[src/rtl/stream_in_fifo.sv]
// stream_in_fifo: power-of-two synchronous FIFO feeding the sample stream
// block over a valid/ready interface, with optional handshake statistics.
//
// Ports:
//   clk, rst           clock, async active-high reset
//   wr_valid/wr_ready  write handshake, wr_data payload
//   flush              synchronous discard of all entries
//   stream_in_valid/stream_in_ready/stream_in_data  output stream
//   level              occupancy 0..DEPTH
//   xfer_count         read handshakes (wrapping), 0 unless stats enabled
//   stall_count        valid && !ready cycles (saturating), 0 unless enabled
//
// Define STREAM_IN_FIFO_STATS_EN to build the two statistics counters.

module stream_in_fifo #(
  parameter int DATA_WIDTH = 8,
  parameter int DEPTH      = 4
) (
  input  logic                       clk,
  input  logic                       rst,
  input  logic                       wr_valid,
  output logic                       wr_ready,
  input  logic [DATA_WIDTH-1:0]      wr_data,
  input  logic                       flush,
  output logic                       stream_in_valid,
  input  logic                       stream_in_ready,
  output logic [DATA_WIDTH-1:0]      stream_in_data,
  output logic [$clog2(DEPTH):0]     level,
  output logic [15:0]                xfer_count,
  output logic [15:0]                stall_count
);

  localparam int AW = $clog2(DEPTH);
  localparam int LW = AW + 1;

  logic [DATA_WIDTH-1:0] mem_q [DEPTH];

  logic [AW-1:0] wr_ptr_q, wr_ptr_d;
  logic [AW-1:0] rd_ptr_q, rd_ptr_d;
  logic [LW-1:0] level_q, level_d;

  logic wr_fire;
  logic rd_fire;

  // Status comes only from registered occupancy, so a same-cycle read
  // never opens a full FIFO and a same-cycle write never bypasses.
  assign wr_ready        = (level_q != LW'(DEPTH));
  assign stream_in_valid = (level_q != '0);
  assign stream_in_data  = mem_q[rd_ptr_q];
  assign level           = level_q;

  assign wr_fire = wr_valid && wr_ready;
  assign rd_fire = stream_in_valid && stream_in_ready;

  always_comb begin
    wr_ptr_d = wr_ptr_q;
    rd_ptr_d = rd_ptr_q;
    level_d  = level_q;
    if (flush) begin
      wr_ptr_d = '0;
      rd_ptr_d = '0;
      level_d  = '0;
    end else begin
      if (wr_fire) wr_ptr_d = wr_ptr_q + AW'(1);
      if (rd_fire) rd_ptr_d = rd_ptr_q + AW'(1);
      unique case ({wr_fire, rd_fire})
        2'b10:   level_d = level_q + LW'(1);
        2'b01:   level_d = level_q - LW'(1);
        default: level_d = level_q;
      endcase
    end
  end

  always_ff @(posedge clk or posedge rst) begin
    if (rst) begin
      wr_ptr_q <= '0;
      rd_ptr_q <= '0;
      level_q  <= '0;
    end else begin
      wr_ptr_q <= wr_ptr_d;
      rd_ptr_q <= rd_ptr_d;
      level_q  <= level_d;
    end
  end

  // Storage is not reset; occupancy alone decides what is valid.
  always_ff @(posedge clk) begin
    if (wr_fire && !flush) begin
      mem_q[wr_ptr_q] <= wr_data;
    end
  end

`ifdef STREAM_IN_FIFO_STATS_EN
  logic [15:0] xfer_q, xfer_d;
  logic [15:0] stall_q, stall_d;

  always_comb begin
    xfer_d  = xfer_q;
    stall_d = stall_q;
    // A read squashed by flush is not a transfer.
    if (rd_fire && !flush) xfer_d = xfer_q + 16'd1;
    if (stream_in_valid && !stream_in_ready && (stall_q != 16'hFFFF)) begin
      stall_d = stall_q + 16'd1;
    end
  end

  always_ff @(posedge clk or posedge rst) begin
    if (rst) begin
      xfer_q  <= '0;
      stall_q <= '0;
    end else begin
      xfer_q  <= xfer_d;
      stall_q <= stall_d;
    end
  end

  assign xfer_count  = xfer_q;
  assign stall_count = stall_q;
`else
  assign xfer_count  = '0;
  assign stall_count = '0;
`endif

endmodule
[config.mk]
export PLATFORM = sky130hd
export DESIGN_NAME = stream_in_fifo
export DESIGN_NICKNAME = d
export VERILOG_FILES = /design/src/rtl/stream_in_fifo.sv
export SDC_FILE = /design/constraint.sdc
export NUM_CORES = 1
export LEC_CHECK = 0
export ABC_AREA = 1
export ABC_CLOCK_PERIOD_IN_PS = 5300
export BUFFER_PORTS_ARGS = -buffer_cell sky130_fd_sc_hd__buf_2
export CORE_MARGIN = 2
export CORE_UTILIZATION = 48
export DETAILED_ROUTE_END_ITERATION = 16
export GPL_ROUTABILITY_DRIVEN = 1
export GPL_TIMING_DRIVEN = 0
export HOLD_SLACK_MARGIN = 0.15
export PLACE_DENSITY = 0.87
export SYNTH_ARGS = -nofsm -noshare
export SYNTH_HDL_FRONTEND = slang
export SYNTH_SLANG_ARGS = --single-unit
[constraint.sdc]
create_clock -name clk -period 5.3 [get_ports clk]
set_clock_uncertainty 0.15 [all_clocks]
set_input_delay 1.06 -clock clk [delete_from_list [all_inputs] [get_ports clk]]
set_output_delay 1.06 -clock clk [all_outputs]
set_load 0.05 [all_outputs]
==> run_results.csv <==
group,metric,value,unit
finish,final_util,0.593,
synth,synth_warnings,0,
setup_path,path_max_fanout,10,
clock_network,clkLatencyLatePin,0.29,ns
power_and_ir_drop,p_int,0.619,mW
power_and_ir_drop,seqPwrFrac,0.351,
sta,tightest_slew,0.779,ns
synth,synth_top_family_by_area,"buffers and inverters",
clock_network,cts.path.max_buffers,2,
synth,yosys.area_share.simple,0.120,
sta,maxSlewViolCount,0,
synth,synthesis.area,1930,um2
floorplanning,die_x,67.4,um
synth,yosys.area.top_type,"edfxtp_1",
sta,max_freq,337,MHz
clock_network,clkSinkCount,39,
synth,yosysSeqAreaShare,0.588,
routing,vias,1226,
finish,n_fill_cell,322,
sta,setup_viol,0,
finish,drive_gt1_frac,0.326,
setup_path,cp.arrival,1.75,ns
setup_path,crit_path_end_kind,"output port",
outcome,status,"finished clean",
floorplanning,core_region_area,3940,um2
sta,hold_viol_final,0,
finish,n_antenna_cell,0,
place,place_ws,2.64,ns
synth,synth_edf_count,32,
place,port_buffers,25,
power_and_ir_drop,peakVddDrop,0.000356,V
synth,synth_seq_cells,39,
power_and_ir_drop,p_comb_frac,0.442,
sta,slew_headroom,0.479,
setup_path,crit_path_start_kind,"register",
power_and_ir_drop,p_sw_frac,0.434,
setup_path,critPathLaunch,"rd_ptr_q[0]$_DFFE_PP0P_",
global_routing,antenna_found_initial,0,
floorplanning,die_height,67.4,um
clock_network,post_cts_resized,0,
sta,fin_crit_sh,0.559,
worst_hold_path,hold_class,"register to register",
synth,synth.avg_cell_area,11.2,um2
clock_network,h-tree-depth,2,
power_and_ir_drop,power_density,468,nW/um2
floorplanning,die_area,4550,um2
setup_path,critPathMaxStageDelay,0.35,ns
setup_path,rrSetupSlack,3.30,ns
global_routing,grt_overflow_total,0,
setup_path,endpoint,"stream_in_data[7]",
floorplanning,placementRows,23,
power_and_ir_drop,leakage,1.08,nW
sta,setup_slack,2.34,ns
synth,async_reset_ff_frac,0.179,
synth,synthAdderAreaFrac,0.0363,
routing,drt-initial-drc-count,36,
setup_path,critPathKind,"register to output port",
synth,synth_top_cells_by_count,"33 x buf_4, 32 x edfxtp_1, 20 x nor2_1",
flow_run,drv_cap,0,
place,dp_hpwl,2150,um
clock_network,cts_setup_buffers,0,
place,gp_congestion,0.745,
global_routing,grt_max_degree,12,
synth,synthFlopType,"edfxtp_1",
setup_path,crit_buf_inv,4,
routing,drt-total-wl,2980,um
synth,yosys-top-cells-area,"edfxtp_1 50%, buf_4 13%, dfrtp_1 9.1%",
clock_network,cts_tree,"built",
global_routing,grt_pass1_wl,4400,um
floorplanning,initial_core_util,0.490,
finish,nets,254,
routing,drt-wirelength-per-cell,10.4,um
clock_network,clk_transition_reported_paths,0.07,ns
setup_path,crit_slowest_cell,"dfrtp_1",
synth,post-synth-top-count-cell,"buf_4",
power_and_ir_drop,p_clk_frac,0.207,
clock_network,clockRootBuffer,"clkbuf_8",
synth,muxShareOfSynthArea,0,
finish,syn2layout_area_growth,21.1,%
setup_path,crit_path_cell_trace,"buf_2, inv_1, buf_4, nor2_1, o22ai_1, buf_2",
routing,viasPerCell,4.29,
clock_network,cts_buffers,5,
setup_path,cp_top_family,"buffers and inverters",
setup_path,crit_path_frequent_cell,"buf_2",
sta,rsz0062_at_grt,"false",
sta,finalCriticalPeriod,2.96,ns
global_routing,grt_pass1_vias,1038,
setup_path,reg2reg_depth,6,
routing,dr.pass1.iters,4,
sta,finalSetupTns,0,ns
synth,synth_compound_area_frac,0.0849,
setup_path,r2r-start,"level[0]$_DFFE_PP0P_",
clock_network,ctsHoldBuffers,0,
synth,syn_inst,173,
power_and_ir_drop,switchingPower,0.475,mW
routing,post-route-drc-count,0,
synth,synth_xor_area_frac,0.00454,
setup_path,cp.depth,6,
setup_path,timing.rr.end,"mem_q[3][0]$_DFFE_PP_",
synth,netlist-cell-type-count,24,
routing,antenna_left,0,
setup_path,critPathRequiredTime,4.09,ns
floorplanning,ios,58,
global_routing,grt_use_total,0.139,
synth,yosysTopAreaCellShare,0.498,
-- layout make-up --
| type | instances | area (um2) | share of cell area |
|---|---|---|---|
| Clock inverter | 1 | 30.0 | 0.0128 |
| Tap cell | 50 | 62.6 | 0.0268 |
| Inverter | 15 | 58.8 | 0.0252 |
| Buffer | 35 | 258 | 0.110 |
| Clock buffer | 6 | 72.6 | 0.0310 |
| Timing Repair Buffer | 25 | 125 | 0.0535 |
| Multi-Input combinational cell | 115 | 594 | 0.254 |
| Sequential cell | 39 | 1140 | 0.486 |
-- state kept, by name, indices dropped and copies added, names as in the netlist --
signal	flops
level	3
mem_q	32
rd_ptr_q	2
wr_ptr_q	2
-- how the worst min path moves through the flow --
| stage | start | end | depth (start not counted) |
|---|---|---|---|
| floorplan | wr_ptr_q[1]$_DFFE_PP0P_ | wr_ptr_q[1]$_DFFE_PP0P_ | 2 |
| global placement | level[1]$_DFFE_PP0P_ | level[1]$_DFFE_PP0P_ | 2 |
| detailed placement | level[1]$_DFFE_PP0P_ | level[1]$_DFFE_PP0P_ | 2 |
| CTS | level[1]$_DFFE_PP0P_ | level[1]$_DFFE_PP0P_ | 2 |
| global route | level[2]$_DFFE_PP0P_ | level[2]$_DFFE_PP0P_ | 2 |
| finish | level[1]$_DFFE_PP0P_ | level[1]$_DFFE_PP0P_ | 2 |
-- power groups by stage --
stage / Combinational (mW) / Sequential, mW / Clock (mW)
after floorplan: 0.362 / 0.421 / 0
after detailed placement: 0.485 / 0.391 / 0
after CTS: 0.486 / 0.385 / 0.229
final: 0.484 / 0.385 / 0.226
after global placement: 0.478 / 0.390 / 0
after global routing: 0.516 / 0.388 / 0.241
-- worst register-to-register path: stages (launching register included) --
cell	delay, ns
dfrtp_1	0.46
nor2_4	0.07
nand2_2	0.08
nand2_4	0.07
inv_4	0.08
nand2_1	0.09
nor2_1	0.61
-- stage by stage --
step,total power [mW],std cells,hold WS [ns],area (um2)
global placement,0.868,279,0.432,2230
global route,1.15,286,0.510,2340
detailed placement,0.877,279,0.450,2230
floorplan,0.783,204,0.429,2050
CTS,1.10,286,0.466,2340
finish,1.09,286,0.458,2340
-- cell usage in the layout (no fill, tap or decap), drive strengths merged --
master and count:
o21ai 19, conb 32, a21oi 3, fa 1
clkbuf 6, xnor2 1, nand2 19, dfrtp 7
edfxtp 32, nor2 22, nand3b 1, inv 14
nand3 5, buf 60, bufinv 1, o22ai 8
clkinv 1, ha 4
-- layer usage --
layer / track usage / share of wire
met1: 0.142 / 0.38
met2: 0.254 / 0.52
met3: 0.0483 / 0.091
met4: 0.0587 / 0.012
met5: 0 / 0
-- cells by family after synthesis --
kind of cell,after synthesis
other cells,1
compound gates,30
xor+xnor,1
buf+inv,50
fa+ha+maj,5
simple gates,47
flops,39
Note: power is estimated with default switching activity, not from simulation.
